--- config.mk ---
export PLATFORM = sky130hd
export DESIGN_NAME = simple_axi_master
export DESIGN_NICKNAME = d
export VERILOG_FILES = /design/src/rtl/simple_axi_master.sv
export SDC_FILE = /design/constraint.sdc
export NUM_CORES = 1
export LEC_CHECK = 0
export CAP_MARGIN = 0
export CORE_ASPECT_RATIO = 0.7
export CORE_UTILIZATION = 37
export DETAILED_ROUTE_END_ITERATION = 10
export PLACE_DENSITY_LB_ADDON = 0.08
export SETUP_SLACK_MARGIN = 0.1
export SLEW_MARGIN = 30
export SYNTH_ARGS = -nofsm -noshare
export SYNTH_HDL_FRONTEND = slang
export SYNTH_SLANG_ARGS = --single-unit
--- constraint.sdc ---
create_clock -name i_clk -period 4.5 [get_ports i_clk]
set_input_delay 0.675 -clock i_clk [delete_from_list [all_inputs] [get_ports i_clk]]
set_output_delay 0.675 -clock i_clk [all_outputs]
set_load 0.1 [all_outputs]
--- src/rtl/simple_axi_master.sv ---
// Single-beat AXI4 master: a host issues one read or write at a time and
// gets sticky done/invalid/error flags back until it acknowledges them.
module simple_axi_master #(
  parameter int DATA_WIDTH = 32,
  parameter int ADDR_WIDTH = 32
) (
  input  logic                    i_clk,
  input  logic                    i_rst,
  input  logic [ADDR_WIDTH-1:0]   i_addr,
  input  logic [DATA_WIDTH-1:0]   i_wdata,
  output logic [DATA_WIDTH-1:0]   o_rdata,
  input  logic [1:0]              i_rw,
  output logic                    o_wait,
  output logic                    o_done,
  input  logic                    i_clear_done,
  output logic                    o_invalid,
  output logic                    o_error,
  output logic                    o_axi_awvalid,
  input  logic                    i_axi_awready,
  output logic [ADDR_WIDTH-1:0]   o_axi_awaddr,
  output logic [2:0]              o_axi_awsize,
  output logic [1:0]              o_axi_awburst,
  output logic [3:0]              o_axi_awcache,
  output logic [2:0]              o_axi_awprot,
  output logic [7:0]              o_axi_awlen,
  output logic                    o_axi_awlock,
  output logic [3:0]              o_axi_awqos,
  output logic                    o_axi_wvalid,
  input  logic                    i_axi_wready,
  output logic                    o_axi_wlast,
  output logic [DATA_WIDTH-1:0]   o_axi_wdata,
  output logic [DATA_WIDTH/8-1:0] o_axi_wstrb,
  input  logic                    i_axi_bvalid,
  output logic                    o_axi_bready,
  input  logic [1:0]              i_axi_bresp,
  output logic                    o_axi_arvalid,
  input  logic                    i_axi_arready,
  output logic [ADDR_WIDTH-1:0]   o_axi_araddr,
  output logic [2:0]              o_axi_arsize,
  output logic [1:0]              o_axi_arburst,
  output logic [3:0]              o_axi_arcache,
  output logic [2:0]              o_axi_arprot,
  output logic [7:0]              o_axi_arlen,
  output logic                    o_axi_arlock,
  output logic [3:0]              o_axi_arqos,
  input  logic                    i_axi_rvalid,
  output logic                    o_axi_rready,
  input  logic                    i_axi_rlast,
  input  logic [DATA_WIDTH-1:0]   i_axi_rdata,
  input  logic [1:0]              i_axi_rresp
);
  localparam logic [2:0] SIZE = 3'($clog2(DATA_WIDTH/8));

  typedef enum logic [2:0] {IDLE, WRITE, WRESP, RADDR, RDATA, DONE} state_t;
  state_t state, state_nxt;

  logic [ADDR_WIDTH-1:0] addr_q;
  logic [DATA_WIDTH-1:0] wdata_q;
  logic aw_pend, w_pend, rerr;

  always_ff @(posedge i_clk or posedge i_rst)
    if (i_rst) state <= IDLE;
    else       state <= state_nxt;

  always_comb begin
    state_nxt     = state;
    o_wait        = 1'b0;
    o_axi_awvalid = 1'b0;
    o_axi_wvalid  = 1'b0;
    o_axi_bready  = 1'b0;
    o_axi_arvalid = 1'b0;
    o_axi_rready  = 1'b0;
    case (state)
      IDLE:
        if (!o_done)
          case (i_rw)
            2'b01:   state_nxt = WRITE;
            2'b10:   state_nxt = RADDR;
            2'b11:   state_nxt = DONE;
            default: state_nxt = IDLE;
          endcase
      WRITE: begin
        o_wait        = 1'b1;
        o_axi_awvalid = aw_pend;
        o_axi_wvalid  = w_pend;
        // AW and W retire independently; move on only when neither is pending
        if ((!aw_pend || i_axi_awready) && (!w_pend || i_axi_wready))
          state_nxt = WRESP;
      end
      WRESP: begin
        o_wait       = 1'b1;
        o_axi_bready = 1'b1;
        if (i_axi_bvalid) state_nxt = DONE;
      end
      RADDR: begin
        o_wait        = 1'b1;
        o_axi_arvalid = 1'b1;
        if (i_axi_arready) state_nxt = RDATA;
      end
      RDATA: begin
        o_wait       = 1'b1;
        o_axi_rready = 1'b1;
        if (i_axi_rvalid && i_axi_rlast) state_nxt = DONE;
      end
      DONE:
        if (i_clear_done) state_nxt = IDLE;
      default: state_nxt = IDLE;
    endcase
  end

  always_ff @(posedge i_clk or posedge i_rst) begin
    if (i_rst) begin
      addr_q    <= '0;
      wdata_q   <= '0;
      o_rdata   <= '0;
      o_done    <= 1'b0;
      o_invalid <= 1'b0;
      o_error   <= 1'b0;
      aw_pend   <= 1'b0;
      w_pend    <= 1'b0;
      rerr      <= 1'b0;
    end else begin
      case (state)
        IDLE:
          if (!o_done)
            case (i_rw)
              2'b01: begin
                addr_q  <= i_addr;
                wdata_q <= i_wdata;
                aw_pend <= 1'b1;
                w_pend  <= 1'b1;
              end
              2'b10: begin
                addr_q <= i_addr;
                rerr   <= 1'b0;
              end
              2'b11: begin
                o_invalid <= 1'b1;
                o_done    <= 1'b1;
              end
              default: ;
            endcase
        WRITE: begin
          if (i_axi_awready) aw_pend <= 1'b0;
          if (i_axi_wready)  w_pend  <= 1'b0;
        end
        WRESP:
          if (i_axi_bvalid) begin
            o_error <= |i_axi_bresp;
            o_done  <= 1'b1;
          end
        RDATA:
          // an error on any beat of the burst sticks through to the last beat
          if (i_axi_rvalid) begin
            o_rdata <= i_axi_rdata;
            rerr    <= rerr | (|i_axi_rresp);
            if (i_axi_rlast) begin
              o_error <= rerr | (|i_axi_rresp);
              o_done  <= 1'b1;
            end
          end
        DONE:
          if (i_clear_done) begin
            o_done    <= 1'b0;
            o_invalid <= 1'b0;
            o_error   <= 1'b0;
          end
        default: ;
      endcase
    end
  end

  assign o_axi_awaddr  = addr_q;
  assign o_axi_araddr  = addr_q;
  assign o_axi_wdata   = wdata_q;
  assign o_axi_wstrb   = '1;
  assign o_axi_wlast   = 1'b1;
  assign o_axi_awsize  = SIZE;
  assign o_axi_arsize  = SIZE;
  assign o_axi_awburst = 2'b01;
  assign o_axi_arburst = 2'b01;
  assign o_axi_awcache = 4'b0011;
  assign o_axi_arcache = 4'b0011;
  assign o_axi_awprot  = 3'b000;
  assign o_axi_arprot  = 3'b000;
  assign o_axi_awlen   = 8'd0;
  assign o_axi_arlen   = 8'd0;
  assign o_axi_awlock  = 1'b0;
  assign o_axi_arlock  = 1'b0;
  assign o_axi_awqos   = 4'd0;
  assign o_axi_arqos   = 4'd0;
endmodule

==> metrics <==
Setup TNS Final=0 ns; share of cells above drive strength 1=0.211; GPL Wtd Cong=0.753; final setup skew=0.00610 ns; Layout fillers=1071; Die X=140 µm; first-pass GRT wire length=18700 µm; hold path depth=1; #FFs+latches synth=105; CTS tree=done; WP data required=3.83 ns; Final ANT Viol Nets=0; top sig layer=met4; met2 wire len=5960 µm; largest net degree at the start of global routing=73; die area=13800 µm²; global route total overflow=0; Starting Density=0.387; vias per cell=4.51; H-tree levels=3; Hold WC Path Type=reg -> reg; Synth-to-Final Area Change=50.4%; DR vias=3397; Gates resized, CTS repair=0; Top Ports=303; Period Utilization, post-route=0.773; postcts setup bufs=0; port buffer count=247; average cell area after synthesis=13.2 µm²; vias in the first global route=3559; Crit. End Element=output port; Max Clk Rate=287 MHz; cell count of the worst reg-to-reg path=4; worst-margin pin slew=1.03 ns; CTS sink cnt=105; clk buf depth=2; met3 WL=1110 µm; Yosys top cell area share=0.533; count of final setup violators=0; Post-CTS Hold Buffers=0; routed len/inst=15.6 µm; number of distinct library cells after synthesis=36; wl on met1=4550 µm; Die Ht=98.6 µm; worst skew pair latency=0.35 ns; count of final hold-check violations=0; total clock buffers created by CTS=9; Arrival @ worst endpoint=2.80 ns; Worst Setup Start Kind=flip-flop; YS warnings=0; iteration count of the initial detailed-routing pass=4; largest area contributor in the netlist=dfrtp_1; part of the Yosys area used for sequential elements=0.533; initial antenna violation count=0; Routed WL=11700 µm; Relative slew margins=0.313; dpl hpwl=9090 µm; WS Path Type=reg -> out; All-Layer GR Usage=0.173; RSZ-0062 raised after global routing=no; Iter 0 DRT Violations=70; CTS root buffer=clkbuf_16; CORE AREA=12700 µm²; crit-path max FO=15; crit path cell chain=inv_1 > nor4_1 > clkdlybuf4s50_1; fin. max-slew vios=0; Crit path largest cell delay=1.23 ns; crit path time final=3.48 ns; synth top area cells=dfrtp_1 53%, mux2_2 22%, buf_4 14%; Clock transition at path regs=0.07 ns; cells after synthesis=372; status=complete, no violations; slowest CP cell=clkdlybuf4s50_1; number of diodes=0; row cnt=34; drt drc=0; max-cap violations=0; Post-Syn Area=4930 µm²; Layout Nets=703
## critical path, delay by kind of cell, from the launching register on
kind	cells	cell delay (ns)
buffers and inverters	2	1.46
flip-flops	1	0.65
AND/OR/NAND/NOR	1	0.34
## cell families after synthesis
| logic type | synth area share |
|---|---|
| DFF | 0.533 |
| AOI/OAI and AO/OA | 0.0386 |
| adders and majority gates | 0.0127 |
| muxes | 0.224 |
| other | 0.00152 |
| buffers and inverters | 0.156 |
| xor gates and xnor gates | 0.00178 |
| and+or+nand+nor | 0.0317 |
## Yosys cell counts
| library cell | number |
|---|---|
| nor3_1 | 3 |
| nor2_1 | 4 |
| mux2_1 | 2 |
| nor4_1 | 2 |
| nand2b_1 | 3 |
| and2_1 | 2 |
| buf_2 | 10 |
| nor3_2 | 1 |
| nor4bb_1 | 1 |
| nor4_4 | 1 |
| a211o_1 | 1 |
| inv_1 | 11 |
| buf_1 | 1 |
| o22ai_1 | 2 |
| nor2b_1 | 1 |
| nand2_1 | 4 |
| conb_1 | 2 |
| o31a_1 | 1 |
| o21ai_0 | 3 |
| dfrtp_1 | 105 |
| buf_4 | 90 |
| a21oi_1 | 6 |
| a22o_1 | 1 |
| o211ai_1 | 1 |
| a2bb2oi_1 | 1 |
| mux2_2 | 96 |
| a211oi_2 | 1 |
| a221oi_1 | 1 |
| a22oi_1 | 2 |
| a221oi_2 | 2 |
| a41oi_1 | 1 |
| xnor2_1 | 1 |
| nor3b_1 | 1 |
| nor3b_2 | 1 |
| a21o_1 | 2 |
| ha_1 | 5 |
## placed cells by master, fill, tap and decap left out, drive strengths merged, types with 4 or more instances in the layout
cell type	count
a21oi	6
buf	7
clkbuf	11
clkdlybuf4s50	245
conb	55
dfrtp	105
ha	5
inv	13
mux2	98
nand2	4
nor2	4
nor3	4
## path summary, 6_finish.rpt
kind | from | end | slack, ns
min reg2reg | o_axi_wdata[19]$_DFFE_PP0P_ | o_axi_wdata[19]$_DFFE_PP0P_ | 0.50
min in group asynchronous | i_rst | o_axi_araddr[26]$_DFFE_PP0P_ | 0.80
max reg2reg | state[2]$_DFFE_PP0P_ | o_rdata[18]$_DFFE_PP0P_ | 2.21
min | o_axi_wdata[19]$_DFFE_PP0P_ | o_axi_wdata[19]$_DFFE_PP0P_ | 0.50
max | state[0]$_DFFE_PP0P_ | o_axi_wvalid | 1.02
max in group asynchronous | i_rst | rerr$_DFFE_PP0P_ | 2.96
## through the flow
| stage | setup slack [ns] | cell area (µm²) | instances | utilization | hold slack [ns] |
|---|---|---|---|---|---|
| 2_1_floorplan | 0.212 | 5130 | 425 | - | 0.489 |
| 3_3_place_gp | 1.46 | 7110 | 738 | 0.559 | 0.474 |
| 3_5_place_dp | 1.43 | 7110 | 738 | 0.559 | 0.486 |
| 4_1_cts | 1.02 | 7420 | 754 | 0.583 | 0.502 |
| 5_1_grt | 0.924 | 7410 | 754 | 0.583 | 0.518 |
| 6_report | 1.02 | 7410 | 754 | 0.583 | 0.505 |
## per-layer routing
metal	vias up	track usage
met5	-	0
met4	0	0.0456
met3	12	0.0768
met2	153	0.298
met1	1677	0.197
li1	1555	-
## flip-flops by register name, indices dropped and copies added (netlist names)
signal,count
o_axi_araddr,32
rerr,1
o_error,1
state,3
o_done,1
o_axi_wdata,32
o_rdata,32
aw_pend,1
w_pend,1
o_invalid,1
## final cells by class
cell class              count  area [µm²]  area share
clock buffers              11         243      0.0328
multi-input cells         208        1730       0.233
inverters                  11        46.3     0.00625
repair buffers            252        2500       0.337
well taps                 162         203      0.0274
flip-flops and latches    105        2630       0.355
clock inverters             5        62.6     0.00844
Power is not shown: default switching activity piles up to over one toggle a cycle in this logic, so the estimate is an artifact.
